$ cat src/rtl/sniffer_pkg.sv
// Shared types, ASCII constants and helpers for the digit run sniffer.
package sniffer_pkg;

    typedef enum logic [1:0] {S_IDLE, S_RUN, S_SEP, S_REJECT} scan_state_t;
    typedef enum logic [1:0] {E_IDLE, E_DIGIT, E_DELIM} emit_state_t;

    localparam logic [7:0] ASCII_ZERO  = 8'h30;
    localparam logic [7:0] ASCII_NINE  = 8'h39;
    localparam logic [7:0] ASCII_SPACE = 8'h20;

    function automatic logic is_digit(input logic [7:0] b);
        return (b >= ASCII_ZERO) && (b <= ASCII_NINE);
    endfunction

endpackage

$ cat src/rtl/run_emitter.sv
// Replays an accepted run from a shadow copy, one byte per clock, then a delimiter.
module run_emitter
    import sniffer_pkg::*;
#(
    parameter int unsigned DIGITS = 9,
    parameter logic [7:0]  DELIM  = 8'h20
) (
    input  logic                clk,
    input  logic                rst_n,
    input  logic                load,
    input  logic [DIGITS*8-1:0] digits,
    output logic [7:0]          data_out,
    output logic                write
);

    localparam int unsigned    IDX_W    = $clog2(DIGITS);
    localparam logic [IDX_W-1:0] LAST_IDX = IDX_W'(DIGITS - 1);

    emit_state_t         state_q, state_d;
    logic [IDX_W-1:0]    idx_q, idx_d;
    logic [DIGITS*8-1:0] shadow_q, shadow_d;
    logic [7:0]          data_d;
    logic                write_d;

    // Next-state and output byte selection; a load always wins so a new run can
    // start while the previous delimiter goes out.
    always_comb begin
        state_d  = state_q;
        idx_d    = idx_q;
        shadow_d = shadow_q;
        data_d   = data_out;
        write_d  = 1'b0;
        unique case (state_q)
            E_DIGIT: begin
                data_d  = shadow_q[idx_q*8 +: 8];
                write_d = 1'b1;
                if (idx_q == LAST_IDX) begin
                    state_d = E_DELIM;
                end else begin
                    idx_d = idx_q + 1'b1;
                end
            end
            E_DELIM: begin
                data_d  = DELIM;
                write_d = 1'b1;
                state_d = E_IDLE;
            end
            default: ;
        endcase
        if (load) begin
            shadow_d = digits;
            idx_d    = '0;
            state_d  = E_DIGIT;
        end
    end

    // State, shadow buffer and registered outputs.
    always_ff @(posedge clk or negedge rst_n) begin
        if (!rst_n) begin
            state_q  <= E_IDLE;
            idx_q    <= '0;
            shadow_q <= '0;
            data_out <= 8'h00;
            write    <= 1'b0;
        end else begin
            state_q  <= state_d;
            idx_q    <= idx_d;
            shadow_q <= shadow_d;
            data_out <= data_d;
            write    <= write_d;
        end
    end

endmodule

$ cat src/rtl/digit_run_sniffer.sv
// Scans an ASCII byte stream for runs of exactly DIGITS decimal digits (optionally
// grouped by a separator) and re-emits each accepted run followed by a delimiter.
module digit_run_sniffer
    import sniffer_pkg::*;
#(
    parameter int unsigned DIGITS   = 9,
    parameter int unsigned GROUP    = 3,
    parameter int unsigned SEP_MODE = 1,
    parameter logic [7:0]  SEP      = 8'h20,
    parameter logic [7:0]  DELIM    = 8'h20,
    parameter int unsigned CNT_W    = 16
) (
    input  logic             clk,
    input  logic             rst_n,
    input  logic             enable,
    input  logic [7:0]       data_in,
    output logic [7:0]       data_out,
    output logic             write,
    output logic [CNT_W-1:0] match_count
);

    localparam int unsigned      RUN_W    = $clog2(DIGITS + 1);
    localparam logic [RUN_W-1:0] DIGITS_C = RUN_W'(DIGITS);

    scan_state_t         scan_q, scan_d;
    logic [RUN_W-1:0]    cnt_q, cnt_d;
    logic [DIGITS*8-1:0] digits_q, digits_d;
    logic                load;
    logic                digit;
    logic                sep_ok;

    assign digit  = is_digit(data_in);
    // A separator is only legal at a group boundary strictly inside the run.
    assign sep_ok = (SEP_MODE == 1) && (data_in == SEP) && (cnt_q < DIGITS_C) &&
                    ((32'(cnt_q) % GROUP) == 0);

    // Scanner next-state: collects digits, detects accept on the terminator.
    always_comb begin
        scan_d   = scan_q;
        cnt_d    = cnt_q;
        digits_d = digits_q;
        load     = 1'b0;
        if (enable) begin
            unique case (scan_q)
                S_IDLE: begin
                    if (digit) begin
                        scan_d        = S_RUN;
                        cnt_d         = RUN_W'(1);
                        digits_d[7:0] = data_in;
                    end
                end
                S_RUN: begin
                    if (digit) begin
                        if (cnt_q < DIGITS_C) begin
                            digits_d[cnt_q*8 +: 8] = data_in;
                            cnt_d                  = cnt_q + 1'b1;
                        end else begin
                            scan_d = S_REJECT;
                        end
                    end else if (sep_ok) begin
                        scan_d = S_SEP;
                    end else begin
                        load   = (cnt_q == DIGITS_C);
                        scan_d = S_IDLE;
                    end
                end
                S_SEP: begin
                    if (digit) begin
                        digits_d[cnt_q*8 +: 8] = data_in;
                        cnt_d                  = cnt_q + 1'b1;
                        scan_d                 = S_RUN;
                    end else begin
                        scan_d = S_IDLE;
                    end
                end
                S_REJECT: begin
                    if (!digit) begin
                        scan_d = S_IDLE;
                    end
                end
                default: scan_d = S_IDLE;
            endcase
        end
    end

    // Scanner state, digit counter and collection buffer.
    always_ff @(posedge clk or negedge rst_n) begin
        if (!rst_n) begin
            scan_q   <= S_IDLE;
            cnt_q    <= '0;
            digits_q <= '0;
        end else begin
            scan_q   <= scan_d;
            cnt_q    <= cnt_d;
            digits_q <= digits_d;
        end
    end

    // Saturating count of accepted runs.
    always_ff @(posedge clk or negedge rst_n) begin
        if (!rst_n) begin
            match_count <= '0;
        end else if (load && (match_count != '1)) begin
            match_count <= match_count + 1'b1;
        end
    end

    run_emitter #(
        .DIGITS (DIGITS),
        .DELIM  (DELIM)
    ) u_emitter (
        .clk      (clk),
        .rst_n    (rst_n),
        .load     (load),
        .digits   (digits_q),
        .data_out (data_out),
        .write    (write)
    );

endmodule

$ cat config.mk
export PLATFORM = sky130hd
export DESIGN_NAME = digit_run_sniffer
export DESIGN_NICKNAME = d
export VERILOG_FILES = /design/src/rtl/sniffer_pkg.sv /design/src/rtl/run_emitter.sv /design/src/rtl/digit_run_sniffer.sv
export SDC_FILE = /design/constraint.sdc
export NUM_CORES = 1
export LEC_CHECK = 0
export CAP_MARGIN = 10
export CELL_PAD_IN_SITES_DETAIL_PLACEMENT = 2
export CELL_PAD_IN_SITES_GLOBAL_PLACEMENT = 2
export CORE_UTILIZATION = 37
export DETAILED_ROUTE_END_ITERATION = 6
export HOLD_SLACK_MARGIN = 0.1
export PLACE_DENSITY_LB_ADDON = 0.1
export SYNTH_ARGS = -nofsm -noshare
export SYNTH_HDL_FRONTEND = slang
export SYNTH_SLANG_ARGS = --single-unit
export TNS_END_PERCENT = 50
$ cat constraint.sdc
create_clock -name clk -period 9.7 [get_ports clk]
set_clock_uncertainty 0.15 [all_clocks]
set_input_delay 1.94 -clock clk [delete_from_list [all_inputs] [get_ports clk]]
set_output_delay 1.94 -clock clk [all_outputs]
set_load 0.01 [all_outputs]
==> flow_metrics.tcl <==
set metrics [dict create \
    post_cts_resize_count 0 \
    finalCritPeriodShare_pct 59.9 \
    fin_area_sq_um 9560 \
    die_x_um 152 \
    wl_per_cell_um 21.9 \
    power.density_nw_per_um2 285 \
    synth_top_area_share_pct 54.2 \
    async_flop_share_pct 100 \
    synthesis.area_sq_um 8360 \
    cp_top_family "compound AO/OA/AOI/OAI gates" \
    crit_type "register to register" \
    violations "DRC" \
    slowest_delay_ns 0.88 \
    clockRootBuffer "clkbuf_16" \
    finalMaxSlewViolations 0 \
    num-nets-final 783 \
    ys_seq_area_share_pct 54.2 \
    hold_viol 0 \
    finalSetupTns_ns 0 \
    outcome "finished with violations" \
    postSynthCellCount 729 \
    synth_ff_type "dfrtp_1" \
    fp.dieArea_sq_um 23200 \
    clk_latency_ns 0.43 \
    vias_per_cell 5.49 \
    drc 6 \
    setup_viol 0 \
    seq_power_share_pct 39.8 \
    fp.dieH_um 152 \
    p_comb_share_pct 33.6 \
    hold_class "register to register" \
    power.switching_uw 986 \
    synth_top_cell_by_area "dfrtp_1" \
    synthTopCellsByArea "dfrtp_1 54%, mux2_2 7.7%, nand2_1 5.0%" \
    yosysWarnings 0 \
    grt_overflow_total 0 \
    cell_internal_pwr_mw 1.74 \
    rsz0062_at_grt "false" \
    antenna_found_initial 0 \
    post-cts-setup-buffers 0 \
    cp_slowest_cell "buf_4" \
    post-route-min-period_ns 5.81 \
    start_util_pct 38.1 \
    grt_pass1_wl_um 37500 \
    drive_gt1_share_pct 15.0 \
    syn_to_final_growth_pct 14.4 \
    max-cap-violations 0 \
    ys_ff_latch 181 \
    synth.most_common_cell "dfrtp_1" \
    drt_iter0_markers 191 \
    cts_made_buffers 17 \
    vias 5743 \
    diodes 0 \
    syn_nets 759 \
    grt_max_degree 96 \
    htree_levels 4 \
    tightestPinTransition_ns 1.13 \
    end_kind "register" \
    ir_worst_vdd_v 0.000161 \
    synth.avg_cell_area_sq_um 11.5 \
    cts_tree "built" \
    io_buffers 35 \
    leakagePower_nw 4.36 \
    dp_hpwl_um 15100 \
    cts_buffer_depth 2 \
    clk_pin_slew_worst_paths_ns 0.07 \
    drtPass1Iterations 6 \
    grt_usage_pct 21.2 \
    p_total_mw 2.73 \
    synth_edf_count 0 \
    path_max_fanout 85 \
    synth_cell_type_count 47 \
    cp_cell_sequence "nor2_1 > ha_1 > nor2b_1 > or4_1 > and3_1 > ha_1 > a221oi_1 > a21bo_1 > o2bb2ai_1 > o32a_1 > a21oi_4 > buf_4 > nand2_1 > mux2_1" \
    switching_share_pct 36.1 \
    row_count 54 \
    cp.arrival_ns 5.97 \
    start_kind "register" \
    gp_congestion 0.801 \
    clockPowerShare_pct 26.7 \
    holdBufCountCts 0 \
    cts.sinks 181 \
    synth_common_cells "181 x dfrtp_1, 112 x nand2_1, 67 x o21ai_0" \
    core-area_sq_um 22000 \
    path_buf_inv 1 \
    crit_top_cell "ha_1" \
    max_freq_mhz 172 \
    pin_count 36 \
    critPathRequiredTime_ns 9.86 \
    grt_pass1_vias 6497 \
    totalWireLength_um 23000 \
    dpl-instance-area_sq_um 8950 \
    ant_nets 0 \
    max_slew_margin_pct 24.9 \
]
final cells by class:
cell class,count,area (sq um)
Clock buffer,20,447
Sequential cell,181,4530
Tap cell,280,350
Clock inverter,12,168
Timing Repair Buffer,42,404
Inverter,13,48.8
Multi-Input combinational cell,498,3610
Fill cell,2241,12400
through the flow:
stage | instances | utilization, % | hold slack (ns) | setup WS [ns]
floorplan | 729 | - | 0.294 | 5.36
global placement | 1014 | 40.7 | 0.307 | 4.23
detailed placement | 1014 | 40.7 | 0.320 | 3.91
CTS | 1046 | 43.5 | 0.336 | 3.85
global route | 1046 | 43.5 | 0.362 | 3.45
finish | 1046 | 43.5 | 0.330 | 3.89
cells by family (layout without fill, tap and decap cells):
| group | Yosys count | in the layout | synth area share (%) |
|---|---|---|---|
| AND/OR/NAND/NOR | 224 | 224 | 12.2 |
| flip-flops | 181 | 181 | 54.2 |
| multiplexers | 116 | 116 | 17.6 |
| adder cells (fa/ha/maj) | 19 | 19 | 2.84 |
| XOR/XNOR | 18 | 18 | 1.89 |
| buffers and inverters | 50 | 87 | 2.72 |
| AO/OA/AOI/OAI | 121 | 121 | 8.53 |
layer usage:
metal	global-route usage (%)	up-vias	wire length, um
li1	-	2618	-
met5	0	-	0
met4	6.46	0	377
met1	27.1	3024	10300
met2	36.7	74	11600
met3	3.38	27	615
state kept, by name (all words and copies together), names as in the netlist:
signal and flops:
u_emitter.data_out 8, u_emitter.state_q 2, scan_q 2, u_emitter.idx_q 4
match_count 16, u_emitter.shadow_q 72, cnt_q 4, digits_q 72
u_emitter.write 1
worst paths after layout:
check / start / end / slack [ns] / depth (start not counted)
min in group asynchronous: rst_n / u_emitter.data_out[3] / 1.46 / 1
hold reg to reg: digits_q[43] / digits_q[43] / 0.33 / 2
setup / recovery: cnt_q[3] / match_count[1] / 3.89 / 14
max in group asynchronous: rst_n / u_emitter.shadow_q[42] / 6.26 / 2
hold / removal: digits_q[43] / digits_q[43] / 0.33 / 2
setup reg to reg: cnt_q[3] / match_count[1] / 3.89 / 14
worst reg2reg max path: cells and delay by family (launching register included):
family          cells  cell delay, ns
compound gates      5            1.57
fa+ha+maj           2            0.55
buf+inv             1            0.89
flops               1            0.80
mux                 1            0.38
simple gates        5            1.38
cells in the final DEF (no fill, tap or decap), types with 3 or more instances in the layout:
master / instances
a211oi_1: 5
a21o_1: 6
a21oi_1: 20
and2_1: 3
and3_1: 12
buf_4: 7
bufinv_16: 3
clkbuf_16: 17
clkdlybuf4s50_1: 34
dfrtp_1: 181
ha_1: 19
inv_1: 13
mux2_1: 33
mux2_2: 57
mux2i_1: 10
mux4_2: 16
nand2_1: 112
nand2b_1: 3
nand3_1: 29
nand4_1: 5
nor2_1: 33
nor2b_1: 3
nor3_1: 9
o21ai_0: 67
o31ai_1: 9
or4_1: 3
xnor2_1: 16
power groups by stage:
stage | Clock (mW) | Sequential [mW] | Combinational [mW]
2_1_floorplan | 0 | 1.02 | 0.655
3_3_place_gp | 0 | 1.09 | 0.880
3_5_place_dp | 0 | 1.10 | 0.916
4_1_cts | 0.748 | 1.09 | 0.930
5_1_grt | 0.775 | 1.12 | 1.01
6_report | 0.727 | 1.09 | 0.915
(Power assumes the default switching activity.)
